File: src/rtl/cnt_wrap_tracker.sv
// cnt_wrap_tracker: extends a narrow up/down count into {wrap_acc, cnt} with wrap/dir pulses; optional CNT_JUMP_CHECK_EN.
// Latency 1 clk from cnt sample; no backpressure, cnt/up_down sampled every clock.
`timescale 1ns/1ps
module cnt_wrap_tracker #(
  parameter int CNT_W = 4,
  parameter int EXT_W = 4
) (
  input  logic                   clk,
  input  logic                   rst_n,
  input  logic                   up_down,
  input  logic [CNT_W-1:0]       cnt,
  output logic [EXT_W+CNT_W-1:0] ext_cnt,
  output logic                   wrap_up,
  output logic                   wrap_dn,
  output logic                   dir_chg,
  output logic                   ext_ovf,
  output logic                   jump_err
);

  localparam logic [0:0]       ST_INIT  = 1'b0;
  localparam logic [0:0]       ST_TRACK = 1'b1;
  localparam logic [CNT_W-1:0] CNT_MAX  = '1;
  localparam logic [EXT_W-1:0] ACC_MAX  = '1;

  logic [0:0]       state;
  logic [CNT_W-1:0] prev_cnt;
  logic             prev_dir;
  logic [EXT_W-1:0] wrap_acc;
  logic [EXT_W-1:0] wrap_acc_next;
  logic             is_wrap_up;
  logic             is_wrap_dn;
  logic             acc_ovf;
  logic             is_dir_chg;

  // Wrap decision is purely value based; up_down only feeds dir_chg.
  always_comb begin
    is_wrap_up    = (state == ST_TRACK) && (prev_cnt == CNT_MAX) && (cnt == '0);
    is_wrap_dn    = (state == ST_TRACK) && (prev_cnt == '0) && (cnt == CNT_MAX);
    is_dir_chg    = (state == ST_TRACK) && (up_down != prev_dir);
    wrap_acc_next = wrap_acc;
    acc_ovf       = 1'b0;
    if (is_wrap_up) begin
      wrap_acc_next = wrap_acc + EXT_W'(1);
      acc_ovf       = (wrap_acc == ACC_MAX);
    end else if (is_wrap_dn) begin
      wrap_acc_next = wrap_acc - EXT_W'(1);
      acc_ovf       = (wrap_acc == '0);
    end
  end

  always_ff @(posedge clk or negedge rst_n) begin
    if (!rst_n) begin
      state    <= ST_INIT;
      prev_cnt <= '0;
      prev_dir <= 1'b0;
      wrap_acc <= '0;
      ext_cnt  <= '0;
      wrap_up  <= 1'b0;
      wrap_dn  <= 1'b0;
      dir_chg  <= 1'b0;
      ext_ovf  <= 1'b0;
    end else begin
      state    <= ST_TRACK;
      prev_cnt <= cnt;
      prev_dir <= up_down;
      wrap_acc <= wrap_acc_next;
      ext_cnt  <= {wrap_acc_next, cnt};
      wrap_up  <= is_wrap_up;
      wrap_dn  <= is_wrap_dn;
      dir_chg  <= is_dir_chg;
      if (acc_ovf) begin
        ext_ovf <= 1'b1;
      end
    end
  end

`ifdef CNT_JUMP_CHECK_EN
  // Legal steps are hold, +1 or -1 modulo 2^CNT_W; the INIT sample is only a baseline.
  logic jump_bad;
  assign jump_bad = (state == ST_TRACK) &&
                    (cnt != prev_cnt) &&
                    (cnt != prev_cnt + CNT_W'(1)) &&
                    (cnt != prev_cnt - CNT_W'(1));

  always_ff @(posedge clk or negedge rst_n) begin
    if (!rst_n) begin
      jump_err <= 1'b0;
    end else if (jump_bad) begin
      jump_err <= 1'b1;
    end
  end
`else
  assign jump_err = 1'b0;
`endif

endmodule

File: config.mk
export PLATFORM = sky130hd
export DESIGN_NAME = cnt_wrap_tracker
export DESIGN_NICKNAME = d
export VERILOG_FILES = /design/src/rtl/cnt_wrap_tracker.sv
export SDC_FILE = /design/constraint.sdc
export NUM_CORES = 1
export LEC_CHECK = 0
export CORE_AREA = 2 2 39 41
export CTS_BUF_LIST = sky130_fd_sc_hd__clkbuf_8
export CTS_CLUSTER_SIZE = 14
export DETAILED_ROUTE_END_ITERATION = 8
export DIE_AREA = 0 0 41 43
export DONT_BUFFER_PORTS = 1
export HOLD_SLACK_MARGIN = 0.05
export PLACE_DENSITY_LB_ADDON = 0.2
export SYNTH_ARGS = -nofsm -noshare
export SYNTH_HDL_FRONTEND = slang
export SYNTH_SLANG_ARGS = --single-unit
File: constraint.sdc
create_clock -name clk -period 1.84 [get_ports clk]
set_input_delay 0.368 -clock clk [delete_from_list [all_inputs] [get_ports clk]]
set_output_delay 0.368 -clock clk [all_outputs]
set_load 0.01 [all_outputs]
Word level (Yosys, flattened, before mapping) --
Cells that the tools add are included.
Cells by class: reduce and logical (&&, ||, !) cells 8, shifts and indexed selects 0, multiply operators 0, bitwise gates (word level) 0, divide/modulo/power cells 0, equal/unequal tests 4, add/sub/neg operators 2, multiplexer cells 4, magnitude comparators 0
Operators with widths (count):
- == test 4 bit, second input constant | 3
- zero test 4 bit | 3
- 2-to-1 mux 4 bit | 2
- logical AND 1 bit | 5
- adder 4 x 1 -> 4 bit, second input constant | 1
- subtractor 4 x 1 -> 4 bit, second input constant | 1
- 2-to-1 mux 1 bit | 2
- inequality test 1 bit | 1
Storage, ports and cells: output and inout port bits 13, logic and storage cells 27, register bits 22, bits in latches 0, bits in read-only memories 0, bits in writable memories 0, input port bits 7, memories 0

Depth between registers and ports, before layout --
Gate-level depths: netlist of the first run.
word-level depth 5, depth in mapped cells 4, depth with buffers taken out 4

Least setup slack after synthesis of the first run --
Ideal clock, no wire load.
path type flip-flop to flip-flop, start register prev_cnt[1], end register wrap_acc[2], setup slack 0.234 ns, setup time 0.128 ns, cell stages (with the launch flop) 5, path buffers 0, clock period less this slack 1.606 ns, data arrival time 1.478 ns, required time 1.712 ns, path through dfrtp_1 > or4_4 > nor3_4 > a22oi_2 > xnor2_1
Between the ends: cells in the longest elaborated chain, start to end 5, elaborated cells between the ends (all ways) 8, those cells by class eq/ne: 1; mux: 2; reduce/logical: 5
RTL lines:
- start: declaration | RTL line 26 | logic [CNT_W-1:0] prev_cnt;
- start signal: assignment | RTL line 64 | prev_cnt <= cnt;
- zero test 4 bit | RTL line 38 | is_wrap_dn = (state == ST_TRACK) && (prev_cnt == '0) && (cnt == CNT_MAX);
- logical AND 1 bit (2 in series) | RTL line 38
- net is_wrap_dn | RTL line 31 | logic is_wrap_dn;
- 2-to-1 mux 4 bit | RTL line 45 | end else if (is_wrap_dn) begin
- 2-to-1 mux 4 bit | RTL line 42 | if (is_wrap_up) begin
- end signal: assignment | RTL line 66 | wrap_acc <= wrap_acc_next;
- end: declaration | RTL line 28 | logic [EXT_W-1:0] wrap_acc;
The timed path passes the listed nets, and every way through them passes these cells. A chain may end at the register's enable or synchronous reset.

Worst setup path in the final report of the first run --
start register prev_cnt[1], end register ext_ovf
Between the ends: cells in the longest elaborated chain, start to end 5, elaborated cells between the ends (all ways) 8, those cells by class eq/ne: 1; mux: 2; reduce/logical: 5
RTL lines:
- zero test 4 bit | RTL line 38
- logical AND 1 bit (2 in series) | RTL line 38
- net is_wrap_dn | RTL line 31
- 2-to-1 mux 1 bit | RTL line 45
- 2-to-1 mux 1 bit | RTL line 42
- end signal: assignment | RTL line 61 | ext_ovf <= 1'b0;
- end signal: assignment | RTL line 72 | ext_ovf <= 1'b1;
- end: declaration | RTL line 16 | output logic ext_ovf,
The timed path passes the listed nets, and every way through them passes these cells.

==> results of run 1 <==
-- worst reg2reg max path: stages (launching register included) --
cell and delay (ps):
dfrtp_1 420, or4_4 570, nor3_4 320, nand2_1 100
o31ai_1 220
-- cell usage in the layout (no fill, tap or decap) --
master and count:
nand4_1 1, ha_1 2, a41oi_1 1, nand3_1 1, a22oi_2 1, and3_1 1, mux2i_1 1, xnor2_1 3
nand2_1 3, clkbuf_8 4, xor2_1 1, a22oi_1 1, nor3_1 1, nor4_4 1, and2_1 1, dfrtp_1 14
or3b_1 1, conb_1 2, or4_4 1, nor2_1 1, inv_1 2, nor3_4 1, dlygate4sd3_1 1, o31ai_1 1
a211o_1 1
-- cell usage after synthesis --
library cell / n / share of area
dfrtp_1: 14 / 0.59
mux2i_1: 1 / 0.017
a22oi_1: 1 / 0.013
conb_1: 2 / 0.013
nor2_1: 1 / 0.0064
nand2_1: 3 / 0.019
a41oi_1: 1 / 0.015
xnor2_1: 3 / 0.045
nand3_1: 1 / 0.0085
a22oi_2: 1 / 0.021
and2_1: 1 / 0.011
or3b_1: 1 / 0.015
and3_1: 1 / 0.011
buf_4: 1 / 0.013
nand4_1: 1 / 0.011
nor4_4: 1 / 0.036
o31ai_1: 1 / 0.013
or4_4: 1 / 0.019
nor3_4: 1 / 0.028
xor2_1: 1 / 0.015
a211o_1: 1 / 0.015
nor3_1: 1 / 0.0085
inv_1: 2 / 0.013
ha_1: 2 / 0.042
-- area by class of cell --
type / count / area, sq um / area share
Sequential cell: 14 / 350.3 / 0.5253
Multi-Input combinational cell: 27 / 224.0 / 0.3358
Timing Repair Buffer: 1 / 10.01 / 0.01501
Tap cell: 16 / 20.02 / 0.03002
Inverter: 2 / 7.507 / 0.01126
Clock buffer: 4 / 55.05 / 0.08255
-- per-stage QoR --
stage / hold slack [ps] / cells / cell area [sq um] / util / total power, W
floorplan: 72.41 / 44 / 589.3 / - / 0.0003937
global placement: 72.70 / 59 / 601.8 / 0.4349 / 0.0003997
detailed placement: 72.69 / 59 / 601.8 / 0.4349 / 0.0004030
CTS: 147.8 / 64 / 666.9 / 0.4819 / 0.0007017
global route: 141.0 / 64 / 666.9 / 0.4819 / 0.0007318
finish: 157.0 / 64 / 666.9 / 0.4819 / 0.0006868
-- flip-flops by register name, summed over array words and instances, names as in the netlist --
signal / cells
prev_cnt: 3
wrap_acc: 3
ext_cnt: 2
dir_chg: 1
ext_ovf: 1
prev_dir: 1
state: 1
wrap_dn: 1
wrap_up: 1
-- worst paths after layout --
kind | start | endpoint | slack [ps] | depth (start not counted)
worst max register to register | prev_cnt[1] | ext_ovf | 110 | 4
min in group asynchronous | rst_n | prev_cnt[1] | 580 | 1
worst min register to register | state | dir_chg | 540 | 1
worst min-delay path | cnt[1] | prev_cnt[1] | 160 | 0
worst max-delay path | prev_cnt[1] | ext_ovf | 110 | 4
max in group asynchronous | rst_n | wrap_acc[2] | 860 | 1
-- kinds of logic after synthesis --
logic type / after synthesis / share of synthesized area
adders and majority gates: 2 / 0.04246
buffers and inverters: 3 / 0.02549
DFF: 14 / 0.5945
muxes: 1 / 0.01699
AOI/OAI and AO/OA: 5 / 0.07644
xor gates and xnor gates: 4 / 0.05946
and+or+nand+nor: 13 / 0.1720
other: 2 / 0.01274
-- power by group through the flow --
stage          Combinational, W  Clock, W  Sequential (W)
3_3_place_gp          0.0000424         0        0.000357
3_5_place_dp          0.0000449         0        0.000358
6_report              0.0000518  0.000283        0.000352
2_1_floorplan         0.0000410         0        0.000353
5_1_grt               0.0000574  0.000318        0.000357
4_1_cts               0.0000522  0.000297        0.000353
-- per-layer routing --
metal,up-vias,routed length (microns),global-route usage
met1,169,341,0.1284
met2,17,527,0.2125
li1,158,-,-
met5,-,0,0
met4,0,0,0.05333
met3,0,93,0.06283
==> metrics, run 1 <==
crit start category flip-flop; Total GRT Usage 0.1284; Routed WL 963 microns; Clock Sinks 14; Via density 5.375; dpl ws 108.5 ps; first-pass GRT wire length 1.524 mm; cell count after synthesis 44; nets@finish 58; pwr dens 1030 mW/mm^2; Psw 0.0001487 W; RD Place Congestion 0.7562; Sequential Power Share 0.512; Fin Setup TNS 0 ps; Post-CTS Setup Inserts 0; Clock Pin Slew Worst Setup and Hold Paths 50 ps; top cell family by delay on the critical path simple AND/OR/NAND/NOR gates; H-tree depth 1; status finished clean; Core Region 0.001384 sq mm; layout cell share with drive strength beyond 1 0.1667; hold crit path type in -> reg; Final ANT Viol Nets 0; slowest stage delay, CP 570 ps; Yosys warnings 0; vias in the first global route 400; Die W 41 microns; Worst Path Buf+Inv 0; critical-path cell list or4_4 > nor3_4 > nand2_1 > o31ai_1; Ports 20; # fillers 124; Layout Skew 1.724 ps; post-synth cell types 24; Int Pwr 0.0005381 W; cts repair resizes 0; initial antenna violation count 0; Data arrival, critical path 1860 ps; maximum buffer depth of the clock tree 2; Rel. slew slack 0.5925; post-synthesis cell area 589.3 sq um; row count 14; Die Span Y 43 microns; Final WS setup 109.7 ps; element type at the critical path end flip-flop; critical path class reg -> reg; final worst-path cycle share 0.9404; Slowest-stage cell, CP or4_4; Final setup viols 0; Ant. Diodes 0; first drt pass iteration count 3; Die Area 0.001763 sq mm; DR iter-0 viols 1; Max IR drop VDD 0.0005431 V; pin count of the biggest net entering global routing 15; hpwl dp 764.2 microns; Initial Util 0.4259; Via Count 344; Root Buffer clkbuf_8; Clock Power Share 0.412; TritonCTS clock tree built; Synth Net Count 53; Max-Cap Viols 0; CP required 1970 ps; Slew @ Worst Pin 609.2 ps; clk_lat worst skew 240 ps; Leak 0.3075 nW; Final Hold Vio Count 0; RSZ-0062 raised after global routing false; synthesized flop and latch total 14; Comb pwr share 0.075; GRT overflow 0; crit-path max FO 7; CTS buffer count 3; I/O Buffers 0; post-synthesis sequential area ratio 0.5945; Max Transition Viols Final 0; Tmin final 1730 ps; switching share of power 0.2165; DRC 0; Syn-to-layout area delta 13.16%; Mean Syn Cell Area 13.39 sq um; FMAX 577.9 MHz; wire per inst 15.05 microns; hold_buf cts 1
Note: power is estimated with default switching activity, not from simulation.
==> inputs of run 2 (changes only) <==
- SETUP_SLACK_MARGIN: unset -> 0.5
==> run 2 against run 1 <==
Effect of this change: total power decreased by 7.1%; clock skew increased by 1.1 ps; register-to-register slack improved by 90 ps; utilization decreased by 0.45 points; combinational power increased by 2%; sequential share of layout area increased by 0.50 points; critical path depth increased by 1; maximum frequency increased by 5.2%; largest cell class unchanged; largest power group unchanged; highest routed layer is now met4.
==> metrics, run 2 (synthesis gave the netlist of run 1 again) <==
I/O Buffers 0; Max IR drop VDD 0.0004811 V; first drt pass iteration count 3; Final ANT Viol Nets 0; maximum buffer depth of the clock tree 2; Final Util 0.4774; hold wc startpoint up_down; Routed WL 970 microns; RSZ-0062 raised after global routing true; FMAX 608.2 MHz; layout cell share with drive strength beyond 1 0.1667; # fillers 122; Clock Pin Slew Worst Setup and Hold Paths 50 ps; vias in the first global route 369; GRT overflow 0; slowest stage delay, CP 560 ps; status finished clean; reg-to-reg startpoint prev_cnt[2]; H-tree depth 1; Slowest-stage cell, CP or4_4; Syn-to-layout area delta 12.10%; CP required 1960 ps; most frequent cells in the layout dfrtp_1, nand2_1, xnor2_1, clkbuf_8; Via density 5.359; Multi-input gate area 224.0 sq um; final worst-path cycle share 0.8935; hpwl dp 751.7 microns; most common cell after layout, fill and taps aside dfrtp_1; Tmin final 1644 ps; hold crit path type in -> reg; Rel. slew slack 0.5846; CTS buffer count 3; wire per inst 15.16 microns; pwr dens 966.0 mW/mm^2; Total GRT Usage 0.1278; Leak 0.3054 nW; critical path class reg -> reg; Die W 41 microns; Fin Setup TNS 0 ps; Ports 20; Die Area 0.001763 sq mm; Final setup viols 0; Clock Sinks 14; crit path launch prev_cnt[2]; pin count of the biggest net entering global routing 15; Layout Skew 2.804 ps; Core Region 0.001384 sq mm; nets@finish 59; Final Hold Vio Count 0; Root Buffer clkbuf_8; Ant. Diodes 0; crit-path max FO 6; Max Transition Viols Final 0; Via Count 343; DRC 0; TritonCTS clock tree built; clk_lat worst skew 230 ps; Reg area 350.3 sq um; Slew @ Worst Pin 621.0 ps; critical-path cell list or4_4 > nor3_4 > buf_4 > a211o_1 > nand2_1; Regs by FF count prev_cnt: 3 flops, wrap_acc: 3 flops, ext_cnt: 2 flops; Max-Cap Viols 0; Die Span Y 43 microns; row count 14; first-pass GRT wire length 1.449 mm; element type at the critical path end flip-flop; RD Place Congestion 0.7540; crit start category flip-flop; initial antenna violation count 0; Data arrival, critical path 1760 ps; Initial Util 0.4259; DR iter-0 viols 3
run 2: report_power, final:
group / switching, W / internal, W / leakage [nW] / total, W
clock: 0.0000888 / 0.000144 / 0.0216 / 0.000232
combinational: 0.0000292 / 0.0000238 / 0.108 / 0.0000530
sequential: 0.0000273 / 0.000325 / 0.176 / 0.000353
run 2: worst max-delay path: cells and delay by family, from the launching register on:
kind                   cells  cell delay [ps]
AO/OA/AOI/OAI              1              100
buffers and inverters      1              170
flip-flops                 1              420
AND/OR/NAND/NOR            3              830
run 2: per-stage QoR:
step                      area (sq um)  instances  hold WS [ps]  setup slack [ps]  total power, W
after floorplan                  589.3         44         72.41             288.5       0.0003930
after global placement           601.8         59         72.72             208.4       0.0004001
after detailed placement         601.8         59         72.87             167.5       0.0004040
after CTS                        653.1         63         149.9             161.5       0.0006512
after global routing             660.6         64         140.8             111.9       0.0006845
final                            660.6         64         158.3             195.9       0.0006382
run 2: cell type report:
type	instances	area share
clock buffer	3	0.06250
inverter	2	0.01136
multi-input combinational	27	0.3390
sequential	14	0.5303
tap	16	0.03030
timing repair buffer	2	0.02652
run 2: timing repair:
action | CTS | global route
pin swaps | 0 | 1
endpoints found under the hold margin | 14 | 0
hold buffers | 1 | 0
buffers inserted | 0 | 1
endpoints found under the setup margin | 6 | 7
resized for setup | 0 | 0
run 2: worst paths after layout:
path                                     to  slack, ps  cells after the start
worst max-delay path            wrap_acc[1]        200                      5
worst min-delay path               prev_dir        160                      0
worst max register to register  wrap_acc[1]        200                      5
worst min register to register      dir_chg        520                      1
max in group asynchronous        ext_cnt[3]        850                      1
min in group asynchronous       prev_cnt[1]        590                      1
run 2: per-layer routing:
metal | share of wire | global-route usage
met3 | 0.12 | 0.05236
met1 | 0.36 | 0.1468
met4 | 0.0041 | 0.1000
met5 | 0 | 0
met2 | 0.51 | 0.1781
